<file path="src/rtl/pdm_capture_controller_if.sv">
// Handshake and pin bundle between the PDM capture controller and its surroundings.
// The slave modport is the controller side; the master modport is the mic/consumer side.
interface pdm_capture_controller_if #(
  parameter int unsigned WORD_LENGTH = 16
);
  logic                   start;
  logic                   stop;
  logic                   micData;
  logic                   micClock;
  logic                   LRSEL;
  logic [WORD_LENGTH-1:0] sampleOut;
  logic                   sampleValid;
  logic                   sampleReady;
  logic                   overrun;
  logic                   busy;

  modport master (
    output start, stop, micData, sampleReady,
    input  micClock, LRSEL, sampleOut, sampleValid, overrun, busy
  );

  modport slave (
    input  start, stop, micData, sampleReady,
    output micClock, LRSEL, sampleOut, sampleValid, overrun, busy
  );
endinterface

</file>
<file path="src/rtl/pdm_capture_controller.sv">
// PDM microphone capture sequencer: bit-clock generation, warm-up discard, word packing
// and a one-entry valid/ready holding register with sticky overrun.
module pdm_capture_controller #(
  parameter int unsigned WORD_LENGTH        = 16,
  parameter int unsigned SYSTEM_FREQUENCY   = 100000000,
  parameter int unsigned SAMPLING_FREQUENCY = 1000000,
  parameter int unsigned WARMUP_BITS        = 4
) (
  input  logic                     clock,
  input  logic                     reset,
  pdm_capture_controller_if.slave  bus
);

  localparam int unsigned HALF      = SYSTEM_FREQUENCY / (2 * SAMPLING_FREQUENCY);
  localparam int unsigned DIV_W     = (HALF > 1) ? $clog2(HALF) : 1;
  localparam int unsigned BIT_W     = (WORD_LENGTH > 1) ? $clog2(WORD_LENGTH) : 1;
  localparam int unsigned WARM_W    = (WARMUP_BITS > 1) ? $clog2(WARMUP_BITS) : 1;
  localparam int unsigned WARM_LAST = (WARMUP_BITS > 0) ? WARMUP_BITS - 1 : 0;

  typedef enum logic [1:0] {
    ST_IDLE    = 2'd0,
    ST_WARMUP  = 2'd1,
    ST_CAPTURE = 2'd2
  } state_t;

  state_t                 r_state;
  state_t                 w_state_nxt;
  logic [DIV_W-1:0]       r_div;
  logic                   r_mic_clk;
  logic [BIT_W-1:0]       r_bit_cnt;
  logic [WARM_W-1:0]      r_warm_cnt;
  logic [WORD_LENGTH-1:0] r_shift;
  logic [WORD_LENGTH-1:0] r_sample;
  logic                   r_valid;
  logic                   r_overrun;
  logic                   r_busy;

  logic                   w_div_end;
  logic                   w_cap_event;
  logic                   w_word_done;
  logic                   w_start_ok;
  logic [WORD_LENGTH-1:0] w_word;

  // The completing bit is always the top one, so the finished word is the shift
  // register with the live micData spliced in.
  assign w_word = {bus.micData, r_shift[WORD_LENGTH-2:0]};

  always_ff @(posedge clock or posedge reset) begin
    if (reset) begin
      r_state <= ST_IDLE;
    end else begin
      r_state <= w_state_nxt;
    end
  end

  always_comb begin
    w_state_nxt = r_state;
    w_div_end   = (r_div == DIV_W'(HALF - 1));
    w_cap_event = (r_state != ST_IDLE) && r_mic_clk && w_div_end;
    w_word_done = (r_state == ST_CAPTURE) && w_cap_event &&
                  (r_bit_cnt == BIT_W'(WORD_LENGTH - 1));
    w_start_ok  = (r_state == ST_IDLE) && bus.start && !bus.stop;

    case (r_state)
      ST_IDLE: begin
        if (w_start_ok) begin
          w_state_nxt = (WARMUP_BITS == 0) ? ST_CAPTURE : ST_WARMUP;
        end
      end
      ST_WARMUP: begin
        if (bus.stop) begin
          w_state_nxt = ST_IDLE;
        end else if (w_cap_event && (r_warm_cnt == WARM_W'(WARM_LAST))) begin
          w_state_nxt = ST_CAPTURE;
        end
      end
      ST_CAPTURE: begin
        if (bus.stop) begin
          w_state_nxt = ST_IDLE;
        end
      end
      default: w_state_nxt = ST_IDLE;
    endcase
  end

  always_ff @(posedge clock or posedge reset) begin
    if (reset) begin
      r_div      <= '0;
      r_mic_clk  <= 1'b0;
      r_bit_cnt  <= '0;
      r_warm_cnt <= '0;
      r_shift    <= '0;
      r_sample   <= '0;
      r_valid    <= 1'b0;
      r_overrun  <= 1'b0;
      r_busy     <= 1'b0;
    end else begin
      // Bit clock only runs inside a session; leaving one forces it low at once.
      if ((r_state == ST_IDLE) || (w_state_nxt == ST_IDLE)) begin
        r_div     <= '0;
        r_mic_clk <= 1'b0;
      end else if (w_div_end) begin
        r_div     <= '0;
        r_mic_clk <= ~r_mic_clk;
      end else begin
        r_div <= r_div + DIV_W'(1);
      end

      if ((r_state == ST_WARMUP) && w_cap_event) begin
        r_warm_cnt <= r_warm_cnt + WARM_W'(1);
      end
      if (w_state_nxt != ST_WARMUP) begin
        r_warm_cnt <= '0;
      end

      if ((r_state == ST_CAPTURE) && w_cap_event) begin
        r_shift[r_bit_cnt] <= bus.micData;
        r_bit_cnt          <= w_word_done ? '0 : r_bit_cnt + BIT_W'(1);
      end
      if (w_state_nxt == ST_IDLE) begin
        r_bit_cnt <= '0;
        r_shift   <= '0;
      end

      // Holding register: a finished word may replace one being consumed this edge.
      if (w_word_done) begin
        if (!r_valid || bus.sampleReady) begin
          r_sample <= w_word;
          r_valid  <= 1'b1;
        end else begin
          r_overrun <= 1'b1;
        end
      end else if (r_valid && bus.sampleReady) begin
        r_valid <= 1'b0;
      end

      if (w_start_ok) begin
        r_overrun <= 1'b0;
      end

      r_busy <= (w_state_nxt != ST_IDLE);
    end
  end

  assign bus.micClock    = r_mic_clk;
  assign bus.LRSEL       = 1'b0;
  assign bus.sampleOut   = r_sample;
  assign bus.sampleValid = r_valid;
  assign bus.overrun     = r_overrun;
  assign bus.busy        = r_busy;

endmodule

</file>
<file path="src/flat_wrapper.sv">
// flat-port wrapper written by rule: the top's interface ports become plain ports
module pdm_capture_controller_flat 
#(
  parameter int unsigned WORD_LENGTH        = 16,
  parameter int unsigned SYSTEM_FREQUENCY   = 100000000,
  parameter int unsigned SAMPLING_FREQUENCY = 1000000,
  parameter int unsigned WARMUP_BITS        = 4
)
  (clock, reset, bus_start, bus_stop, bus_micData, bus_sampleReady, bus_micClock, bus_LRSEL, bus_sampleOut, bus_sampleValid, bus_overrun, bus_busy);
  pdm_capture_controller_if #(.WORD_LENGTH(WORD_LENGTH)) bus_i ();
  input  logic clock;
  input  logic reset;
  input wire logic [$bits(bus_i.start)-1:0] bus_start;
  input wire logic [$bits(bus_i.stop)-1:0] bus_stop;
  input wire logic [$bits(bus_i.micData)-1:0] bus_micData;
  input wire logic [$bits(bus_i.sampleReady)-1:0] bus_sampleReady;
  output wire logic [$bits(bus_i.micClock)-1:0] bus_micClock;
  output wire logic [$bits(bus_i.LRSEL)-1:0] bus_LRSEL;
  output wire logic [$bits(bus_i.sampleOut)-1:0] bus_sampleOut;
  output wire logic [$bits(bus_i.sampleValid)-1:0] bus_sampleValid;
  output wire logic [$bits(bus_i.overrun)-1:0] bus_overrun;
  output wire logic [$bits(bus_i.busy)-1:0] bus_busy;
  assign bus_i.start = bus_start;
  assign bus_i.stop = bus_stop;
  assign bus_i.micData = bus_micData;
  assign bus_i.sampleReady = bus_sampleReady;
  assign bus_micClock = bus_i.micClock;
  assign bus_LRSEL = bus_i.LRSEL;
  assign bus_sampleOut = bus_i.sampleOut;
  assign bus_sampleValid = bus_i.sampleValid;
  assign bus_overrun = bus_i.overrun;
  assign bus_busy = bus_i.busy;
  pdm_capture_controller #(.WORD_LENGTH(WORD_LENGTH), .SYSTEM_FREQUENCY(SYSTEM_FREQUENCY), .SAMPLING_FREQUENCY(SAMPLING_FREQUENCY), .WARMUP_BITS(WARMUP_BITS)) u_core (.clock(clock), .reset(reset), .bus(bus_i));
endmodule
</file>
<file path="config.mk">
export PLATFORM = sky130hd
export DESIGN_NAME = pdm_capture_controller_flat
export DESIGN_NICKNAME = d
export VERILOG_FILES = /design/src/rtl/pdm_capture_controller_if.sv /design/src/rtl/pdm_capture_controller.sv /design/src/flat_wrapper.sv
export SDC_FILE = /design/constraint.sdc
export NUM_CORES = 1
export LEC_CHECK = 0
export ABC_AREA = 1
export BUFFER_PORTS_ARGS = -buffer_cell sky130_fd_sc_hd__buf_4
export CORE_MARGIN = 4
export CORE_UTILIZATION = 41
export DETAILED_ROUTE_END_ITERATION = 12
export SLEW_MARGIN = 15
export SYNTH_ARGS = -nofsm -noshare
export SYNTH_HDL_FRONTEND = slang
export SYNTH_SLANG_ARGS = --single-unit
</file>
<file path="constraint.sdc">
create_clock -name clock -period 1.6 [get_ports clock]
set_clock_uncertainty 0.05 [all_clocks]
set_input_delay 0.08 -clock clock [delete_from_list [all_inputs] [get_ports clock]]
set_output_delay 0.08 -clock clock [all_outputs]
set_load 0.005 [all_outputs]
</file>
==> out/qor.csv <==
metric,value,unit
Critical Path Fanout Max,8,
Peak supply drop,0.000435,V
Final setup viols,0,
die height,86.5,µm
"top cells by area, synth","dfrtp_1, nand2_1, nand4_1, nand3_1, o21ai_0",
final worst slack,0.0460,ns
part of the cycle the worst path needs,0.971,
Residual DRC,0,
Synth area leader,dfrtp_1,
cells after synthesis,301,
First DRT Iteration DRCs,97,
Die X,86.5,µm
met2 usage,0.240,
fraction of registers with async set/reset,1.00,
Routed Wire Length,5170,µm
area of the die,7480,µm²
fin. max-slew vios,0,
kind of critical path,register to register,
clock latency on the worst-skew pair,0.32,ns
leakage power,0.00152,µW
htree depth,2,
Clock Path Buffers,2,
Placement Rows,28,
CP Buf/Inv Count,2,
internal power,1620,µW
Net Sw Power,576,µW
Min-Delay Path Class,primary input to register,
WL/cell,12.2,µm
I/O pin cnt,27,
CP max-delay cell,dfrtp_1,
hold wc startpoint,bus_micData,
fin crit period,1.55,ns
post-synth cell types,28,
syn_nets,314,
Min Hold Slack,0.0435,ns
most frequent cell after synthesis,nand2_1,
Post-Synthesis Cell Area,2530,µm²
switching fraction of total power,0.262,
GRT Resource Usage Total,0.153,
placed wire-length estimate,3790,µm
most frequent cells after synthesis,"nand2_1, dfrtp_1, inv_1",
Via density,4.86,
share of cells above drive strength 1,0.247,
"Area growth, synth to finish",24.3,%
DR vias,2056,
CORE AREA,5960,µm²
CP cell instances,inv_2 -> ha_4 -> nand3_4 -> nor2_8 -> nand4_4 -> buf_6 -> o21ai_1 -> nand2_1,
data required time of the worst path,1.76,ns
clock share of power,0.360,
largest net degree at the start of global routing,34,
Port-buffer cells,25,
total clock sinks,49,
Max Cap Violations,0,
TritonCTS clock tree,yes,
startpoint types,register,
remaining antenna violation count after routing,0,
Post-synth EDFFs,0,
share of the synthesized area in the top cell type,0.485,
number of synthesis warnings,0,
drt first pass iters,4,
Final #Nets,360,
CTS Buf Count,5,
FMAX,643,MHz
critical path's top delay family,simple AND/OR/NAND/NOR gates,
top_reg_cell synth,dfrtp_1,
Antenna Cells,0,
"Hold Vio Cnt, Final",0,
M1 GR Usage,0.207,
"Reg clk slew, reported paths",0.10,ns
global-route wire length before repair,9180,µm
"slowest stage delay, CP",0.40,ns
met3 Track Usage GR,0.0428,
CP endpoint kind,register,
GP Congestion,0.792,
worst r2r src,u_core.r_div[1],
status,"finished, final reports clean",
GRT overflow,0,
CTS Root Cell,clkbuf_8,
unrepaired setup endpoints after global routing,true,
Seq pwr share,0.573,
antenna violations before repair,0,
Combinational Power Share,0.068,
Starting Density,0.424,
vias in the first global route,2002,
Fin Setup TNS,0,ns
CP startpoint,u_core.r_div[1],
"Seq/Total Area, Yosys",0.485,
GRT Max-Usage Layer,met2,
pre-CTS setup slack,-0.0201,ns
Mean Syn Cell Area,8.39,µm²
Cell Pwr Density,700,nW/µm²
WP data arrival,1.72,ns
post-synthesis register bit count,49,
## cells by family (layout without fill, tap and decap cells)
logic type | count (synthesis) | count (layout) | share of synthesized area
simple gates | 159 | 159 | 0.307
flops | 49 | 49 | 0.485
buf+inv | 43 | 90 | 0.0763
compound gates | 38 | 38 | 0.0817
fa+ha+maj | 7 | 7 | 0.0347
xor+xnor | 4 | 4 | 0.0139
other cells | 1 | 1 | 0.00148
## registers in the layout, indices dropped and copies added, names as in the netlist
signal	cells
u_core.r_bit_cnt	4
u_core.bus.sampleValid	1
u_core.bus.sampleOut	16
u_core.r_shift	15
u_core.bus.busy	1
u_core.r_state	2
u_core.r_div	6
u_core.r_warm_cnt	2
u_core.bus.overrun	1
u_core.bus.micClock	1
## per-stage QoR
| step | power [µW] | std cells | util | instance area [µm²] |
|---|---|---|---|---|
| after floorplan | 1370 | 301 | - | 2530 |
| after global placement | 1420 | 409 | 0.486 | 2900 |
| after detailed placement | 1420 | 409 | 0.486 | 2900 |
| after global routing | 2290 | 423 | 0.527 | 3140 |
| final | 2200 | 423 | 0.527 | 3140 |
| after CTS | 2220 | 423 | 0.515 | 3070 |
## placed cells by master, fill, tap and decap left out, types with 8 or more instances in the layout
master   netlist  layout
inv_1         27      25
nor2_1        24      22
nand4_1       19      19
dfrtp_1       49      49
buf_4          1      43
nand2_1       76      74
o21ai_1        0       8
a21oi_1       16      15
nand3_1       23      23
## per-layer routing
layer	part of all wire	routed length, µm
met2	0.44	2300
met1	0.49	2560
met3	0.049	251
met4	0.012	63
met5	0	0
## repair_timing
| item | in CTS | in global routing |
|---|---|---|
| hold buffers | 3 | 0 |
| endpoints found under the hold margin | 18 | 0 |
| setup buffers | 3 | 0 |
| endpoints found under the setup margin | 18 | 37 |
| pin swaps | 1 | 5 |
| gates resized for setup | 3 | 35 |
## power groups by stage
| stage | clock network, µW | logic (µW) | registers (µW) |
|---|---|---|---|
| CTS | 814 | 147 | 1260 |
| global route | 862 | 170 | 1260 |
| floorplan | 0 | 85.7 | 1280 |
| finish | 791 | 149 | 1260 |
| detailed placement | 0 | 141 | 1280 |
| global placement | 0 | 140 | 1280 |
## path summary, 6_finish.rpt
check,to,slack (ns),depth (start not counted)
setup / recovery,u_core.bus.sampleOut[3],0.05,8
hold reg to reg,u_core.bus.sampleOut[15],0.44,2
max in group asynchronous,u_core.r_shift[11],0.76,4
hold / removal,u_core.bus.sampleOut[15],0.04,3
min in group asynchronous,u_core.bus.overrun,0.24,3
setup reg to reg,u_core.bus.sampleOut[3],0.05,8
## cell type report
cell class	count	area [µm²]
inverter	31	121
timing repair buffer	51	427
clock inverter	3	26.3
fill	575	2820
sequential	49	1230
clock buffer	5	68.8
multi-input combinational	209	1180
tap	75	93.8
## worst min-delay path, stage by stage
cell,delay (ns)
buf_4,0.17
nand2_1,0.08
nand2_1,0.04
(Power assumes the default switching activity.)
